`src/rtl/pll_drp_ctrl.sv`:
```
// DRP read-modify-write sequencer for PLL reconfiguration. The PLL is held in reset
// across a command sequence, then lock is awaited; every wait is bounded by a timeout.
module pll_drp_ctrl #(
    parameter int DRDY_TIMEOUT = 64,
    parameter int LOCK_TIMEOUT = 4096
) (
    input  logic        DCLK,
    input  logic        RST,
    input  logic        cmd_valid,
    output logic        cmd_ready,
    input  logic [6:0]  cmd_addr,
    input  logic [15:0] cmd_mask,
    input  logic [15:0] cmd_data,
    input  logic        cmd_last,
    output logic [6:0]  DADDR,
    output logic        DEN,
    output logic        DWE,
    output logic [15:0] DI,
    input  logic [15:0] DO,
    input  logic        DRDY,
    input  logic        LOCKED,
    output logic        PLL_RST,
    output logic        busy,
    output logic        done,
    output logic        error
);

    localparam int MAX_TIMEOUT = (DRDY_TIMEOUT > LOCK_TIMEOUT) ? DRDY_TIMEOUT : LOCK_TIMEOUT;
    localparam int CNT_W = $clog2(MAX_TIMEOUT) + 1;
    localparam logic [CNT_W-1:0] CNT_SAT   = '1;
    localparam logic [CNT_W-1:0] DRDY_LAST = CNT_W'(DRDY_TIMEOUT - 1);
    localparam logic [CNT_W-1:0] LOCK_LAST = CNT_W'(LOCK_TIMEOUT - 1);

    typedef enum logic [2:0] {
        IDLE, READ, WAIT_R, WRITE, WAIT_W, NEXT, WAIT_LOCK, ERR
    } state_t;

    state_t           state;
    logic [CNT_W-1:0] wait_cnt;
    logic [15:0]      mask_q;
    logic [15:0]      data_q;
    logic             last_q;

    assign cmd_ready = (state == IDLE) || (state == NEXT);

    always_ff @(posedge DCLK or posedge RST) begin
        if (RST) begin
            state    <= IDLE;
            wait_cnt <= '0;
            mask_q   <= '0;
            data_q   <= '0;
            last_q   <= 1'b0;
            DADDR    <= '0;
            DEN      <= 1'b0;
            DWE      <= 1'b0;
            DI       <= '0;
            PLL_RST  <= 1'b0;
            busy     <= 1'b0;
            done     <= 1'b0;
            error    <= 1'b0;
        end else begin
            done <= 1'b0;
            // Saturating wait counter; every state change below restarts it from zero.
            if (wait_cnt != CNT_SAT) begin
                wait_cnt <= wait_cnt + CNT_W'(1);
            end
            case (state)
                IDLE, NEXT: begin
                    if (cmd_valid) begin
                        DADDR    <= cmd_addr;
                        mask_q   <= cmd_mask;
                        data_q   <= cmd_data;
                        last_q   <= cmd_last;
                        DEN      <= 1'b1;
                        DWE      <= 1'b0;
                        PLL_RST  <= 1'b1;
                        busy     <= 1'b1;
                        wait_cnt <= '0;
                        state    <= READ;
                    end
                end
                READ: begin
                    DEN      <= 1'b0;
                    wait_cnt <= '0;
                    state    <= WAIT_R;
                end
                WAIT_R: begin
                    if (DRDY) begin
                        DI       <= (DO & mask_q) | (data_q & ~mask_q);
                        DEN      <= 1'b1;
                        DWE      <= 1'b1;
                        wait_cnt <= '0;
                        state    <= WRITE;
                    end else if (wait_cnt >= DRDY_LAST) begin
                        error    <= 1'b1;
                        PLL_RST  <= 1'b0;
                        busy     <= 1'b0;
                        wait_cnt <= '0;
                        state    <= ERR;
                    end
                end
                WRITE: begin
                    DEN      <= 1'b0;
                    DWE      <= 1'b0;
                    wait_cnt <= '0;
                    state    <= WAIT_W;
                end
                WAIT_W: begin
                    if (DRDY) begin
                        wait_cnt <= '0;
                        if (last_q) begin
                            PLL_RST <= 1'b0;
                            state   <= WAIT_LOCK;
                        end else begin
                            state   <= NEXT;
                        end
                    end else if (wait_cnt >= DRDY_LAST) begin
                        error    <= 1'b1;
                        PLL_RST  <= 1'b0;
                        busy     <= 1'b0;
                        wait_cnt <= '0;
                        state    <= ERR;
                    end
                end
                WAIT_LOCK: begin
                    if (LOCKED) begin
                        done     <= 1'b1;
                        busy     <= 1'b0;
                        wait_cnt <= '0;
                        state    <= IDLE;
                    end else if (wait_cnt >= LOCK_LAST) begin
                        error    <= 1'b1;
                        busy     <= 1'b0;
                        wait_cnt <= '0;
                        state    <= ERR;
                    end
                end
                ERR: begin
                    // Terminal until RST: keeps the PLL out of reset and refuses commands.
                    error   <= 1'b1;
                    PLL_RST <= 1'b0;
                    busy    <= 1'b0;
                end
                default: begin
                    state <= IDLE;
                end
            endcase
        end
    end

endmodule

```
`config.mk`:
```
export PLATFORM = sky130hd
export DESIGN_NAME = pll_drp_ctrl
export DESIGN_NICKNAME = d
export VERILOG_FILES = /design/src/rtl/pll_drp_ctrl.sv
export SDC_FILE = /design/constraint.sdc
export NUM_CORES = 1
export LEC_CHECK = 0
export CAP_MARGIN = 20
export CORE_MARGIN = 2
export CORE_UTILIZATION = 41
export CTS_BUF_LIST = sky130_fd_sc_hd__clkbuf_4
export DETAILED_ROUTE_END_ITERATION = 12
export GPL_ROUTABILITY_DRIVEN = 0
export PLACE_DENSITY = 0.71
export SYNTH_ARGS = -nofsm -noshare
export SYNTH_HDL_FRONTEND = slang
export SYNTH_SLANG_ARGS = --single-unit
```
`constraint.sdc`:
```
create_clock -name DCLK -period 2.9 [get_ports DCLK]
set_input_delay 0.87 -clock DCLK [delete_from_list [all_inputs] [get_ports DCLK]]
set_output_delay 0.87 -clock DCLK [all_outputs]
set_load 0.03 [all_outputs]
```
Word level (Yosys, flattened, before mapping)
Index checks and enable logic that the tools add are counted.
Operators by class
  bitwise operators: 4
  add/sub/neg operators: 1
  multiplexer cells: 37
  eq/ne operators: 17
  magnitude comparators: 2
  reduce and logical (&&, ||, !) cells: 19
Operator list (count)
  two-way mux 13 bit: 6
  one-hot mux 13 bit (4 select lines): 1
  AND 16 bit: 2
  two-way mux 3 bit: 6
  one-hot mux 3 bit (6 select lines): 1
  two-way mux 1 bit: 17
  inverter 16 bit: 1
  bitwise OR 16 bit: 1
  adder 13 x 1 -> 13 bit, second input constant: 1
  >= comparator 13 x 12 -> 1 bit, second input constant: 1
  >= comparator 13 x 6 -> 1 bit, second input constant: 1
  inequality test 13 bit, second input constant: 1
  == test 3 bit, second input constant: 4
  inequality test 2 bit, second input constant: 6
  AND reduction 5 bit: 2
  one-hot mux 1 bit (3 select lines): 3
  AND reduction 3 bit: 3
  nonzero test 3 bit: 3
  one-hot mux 1 bit (4 select lines): 2
  nonzero test 4 bit: 2
  == test 3 x 2 -> 1 bit, second input constant: 2
  inequality test 3 bit, second input constant: 2
  nonzero test 6 bit: 1
  OR reduction 2 bit: 3
  other kinds (7): 8
Word-level totals
  output and inout bits: 30
  flip-flop bits (word level): 78
  input bits: 61

Logic depth before layout (Yosys ltp)
  depth after elaboration: 5
  depth in mapped cells: 7

Least setup slack after synthesis
No wires, ideal clock.
  path kind: register to register
  start point: register state[0]
  end point: register DADDR[0]
  required time: 2773 ps
  cell stages (with the launch flop): 8
  setup slack: 916 ps
  arrival time: 1857 ps
  path through: dfrtp_1 -> buf_2 -> or2_1 -> a21oi_2 -> and2_1 -> buf_4 -> buf_6 -> mux2_1
On the way
  word-level cells in the longest chain between the ends: 3
  elaborated cells between the ends (all ways): 4
  those cells by class: 1 x eq/ne; 3 x reduce/logical
RTL lines
  start: declaration: RTL line 38  | state_t state;
  start signal: assignment: RTL line 48  | state <= IDLE;
  start signal: assignment: RTL line 79  | state <= READ;
  start signal: assignment: RTL line 85  | state <= WAIT_R;
  == test 3 bit or zero test 3 bit (tied branches): RTL line 67  | case (state)
  OR reduction 2 bit (*): RTL line 67
  AND reduction 2 bit (no source line) (*)
  end signal: assignment: RTL line 70  | DADDR <= cmd_addr;
  end: declaration: RTL line 15  | output logic [6:0] DADDR,
Mark *: on every way between the ends. The rest lies on a longest branch, timed or not.
A chain may end at the register's enable or synchronous reset.

Worst setup path in the final report
  start point: register state[2]
  end point: output cmd_ready
On the way
  word-level cells in the longest chain between the ends: 2
  elaborated cells between the ends (all ways): 3
  those cells by class: 1 x eq/ne; 2 x reduce/logical
RTL lines
  == test 3 bit or zero test 3 bit (tied branches): RTL line 44  | assign cmd_ready = (state == IDLE) || (state == NEXT);
  logical OR 1 bit (*): RTL line 44
  end: declaration: RTL line 10  | output logic cmd_ready,
Marks and branches as above.

==> flow_summary.ini <==
[synth]
yosysSeqAreaShare_pct = 52.4
synth.area.mux_share_pct = 16.9
avgSynthCellArea_um2 = 11.8
synth_flop_cell = dfrtp_1
synth_area_um2 = 3720
yosys_warnings = 0
yosys-top-cells-area = dfrtp_1 52%, mux2_1 12%, mux2i_1 4.8%
yosysMostFrequentCell = dfrtp_1
synth_fa_ha_area_share_pct = 0.336
synth_commonest_cells = 78 x dfrtp_1, 40 x mux2_1, 27 x a21oi_1
synth_compound_area_share_pct = 13.7
synth_async_sr_flop_share_pct = 100
synthSimpleGateAreaFrac_pct = 12.3
ys_ff_latch = 78
synth_top_area_share_pct = 52.4
synth_edf_count = 0
synth_xor_area_share_pct = 0.470
syn-num-nets = 377
synth_top_area_cell = dfrtp_1
synth_top_family_by_area = multiplexers
synth.distinct_cells = 52
synth_cells = 315

[setup_path]
worstReg2RegEnd = wait_cnt[6]
cp-startpoint = state[2]
worstReg2RegStart = wait_cnt[0]
cp-endpoint = cmd_ready
r2r_cells = 6
reg2reg_slack_ps = 750
cp_data_required_time_ps = 2030
crit_type = reg2out
start_kind = flip-flop
worstPathArrival_ps = 1850
worstPathMaxFanout = 15
critical_path.endpoint_type = primary output

[worst_hold_path]
worstHoldPathCells = 1
hold_class = reg2reg

[clocking]
htreeDepth = 3
hold_buffers = 0
post_cts_buffers = 0
numCtsBuffers = 9
clkTransAtPathRegs_ps = 120
clock-sinks = 78
clkLatencyLatePin_ps = 420
cts_root_buf = clkbuf_4
tritoncts = done
clk_path_buf_depth = 2

[global_routing]
grt_pass1_vias = 2798
overflow = 0
track_usage_pct = 16.9
grt_max_degree = 41
antenna_found_initial = 0
grt_pass1_wl_mm = 13.3

[final_layout]
n_antenna_cell = 0
synthToLayoutAreaGrowth_pct = 32.5
final_nets = 471
fin_area_um2 = 4930
fin_util_pct = 56.3
drive_gt1_share_pct = 10.6

[floorplanning]
row_count = 34
dieArea_um2 = 9860
io_pins = 91
die_h_um = 99.3
core-area_um2 = 8760
start_util_pct = 42.5
die_x_um = 99.3

[pwr]
p_per_area_nw_per_um2 = 972
ir_drop_uv = 703
fin_total_pwr_mw = 4.79
p_leak_nw = 2.04

[detailed_routing]
wire_per_inst_um = 15.1
first_pass_iters = 4
finalWirelength_mm = 7.91
drc = 0
dr.first_iter.drc_count = 60
final_antenna_net_count = 0
viasPerCell = 5.39
vias = 2813

[timing]
fin_skew_ps = 16.3
hold_viol = 0
rsz0062_at_grt = false
tightest_slew_ps = 600
min_period_ps = 2720
fin_setup_tns_ps = 0
fmax_mhz = 368
drv_slew = 0
setup_viol = 0
slew_headroom_pct = 59.9
fin_crit_sh_pct = 93.6

[place]
port_buffers = 90
detailed_place_hpwl_mm = 5.79
place_area_um2 = 4750

[job]
cap_violations = 0

[status]
status = complete, no violations
-- worst max-delay path, cell delays in order (launching register included) --
cell	delay, ps
dfrtp_1	540
or2_1	330
a21oi_2	160
dlygate4sd2_1	410
-- layer usage --
layer	track usage [%]	wire (um)	vias to the layer above	share of wire [%]
met1	22.2	3480	1358	44
li1	-	-	1346	-
met5	0	0	-	0
met4	5.69	124	0	1.6
met2	26.9	3740	100	47
met3	5.13	563	9	7.1
-- cells by family after synthesis --
kind of cell,Yosys count
AOI/OAI and AO/OA,70
xor gates and xnor gates,2
adders and majority gates,1
buffers and inverters,25
DFF,78
muxes,58
and+or+nand+nor,81
-- flip-flops by register name, indices dropped and copies added, names as in the netlist --
register  count
DWE           1
PLL_RST       1
wait_cnt     13
error         1
done          1
DEN           1
data_q       16
last_q        1
mask_q       16
DADDR         7
busy          1
state         3
DI           16
-- timing repair --
action / in CTS / in global routing
endpoints found under the setup margin: 1 / 0
resized for setup: 1 / 0
hold endpoints to repair: 0 / 0
-- per-stage QoR --
| stage | std cells | setup WS (ps) | hold slack [ps] |
|---|---|---|---|
| after CTS | 522 | 160 | 499 |
| after detailed placement | 506 | 289 | 460 |
| after global routing | 522 | 66.3 | 512 |
| after floorplan | 315 | 35.0 | 457 |
| final | 522 | 184 | 494 |
| after global placement | 506 | 336 | 452 |
-- where the power goes --
group	switching, mW	internal [mW]	leakage (nW)
Sequential	0.295	1.56	0.941
Combinational	1.13	0.986	1.00
Clock	0.390	0.440	0.0946
-- how the worst min path moves through the flow --
stage                     startpoint   endpoint  slack, ps
after detailed placement       error      error        460
after global placement         error      error        450
after CTS                      error      error        500
final                          error      error        490
after global routing        DADDR[2]   DADDR[2]        510
after floorplan            data_q[0]  data_q[0]        460
-- placed cells by master, fill, tap and decap left out, types with 4 or more instances in the layout --
cell,netlist,final
nand3_1,6,6
nand2b_1,4,4
nand2_1,13,13
dfrtp_1,78,78
inv_1,8,7
a22oi_2,7,7
nor2_1,25,25
buf_4,1,8
mux2_1,40,40
or3_1,6,6
clkdlybuf4s50_1,0,89
mux2i_1,18,18
o21ai_0,5,5
a21oi_1,27,27
or4_1,4,4
o31ai_1,6,6
a211oi_1,4,4
clkbuf_4,0,9
-- layout make-up --
| type | instances | area, um^2 |
|---|---|---|
| clock buffers | 9 | 67.6 |
| clock inverters | 7 | 119 |
| fillers | 770 | 3830 |
| inverters | 8 | 31.3 |
| multi-input cells | 212 | 1630 |
| flip-flops and latches | 78 | 1950 |
| well taps | 108 | 135 |
| repair buffers | 100 | 1000 |
Note: power is estimated with default switching activity, not from simulation.
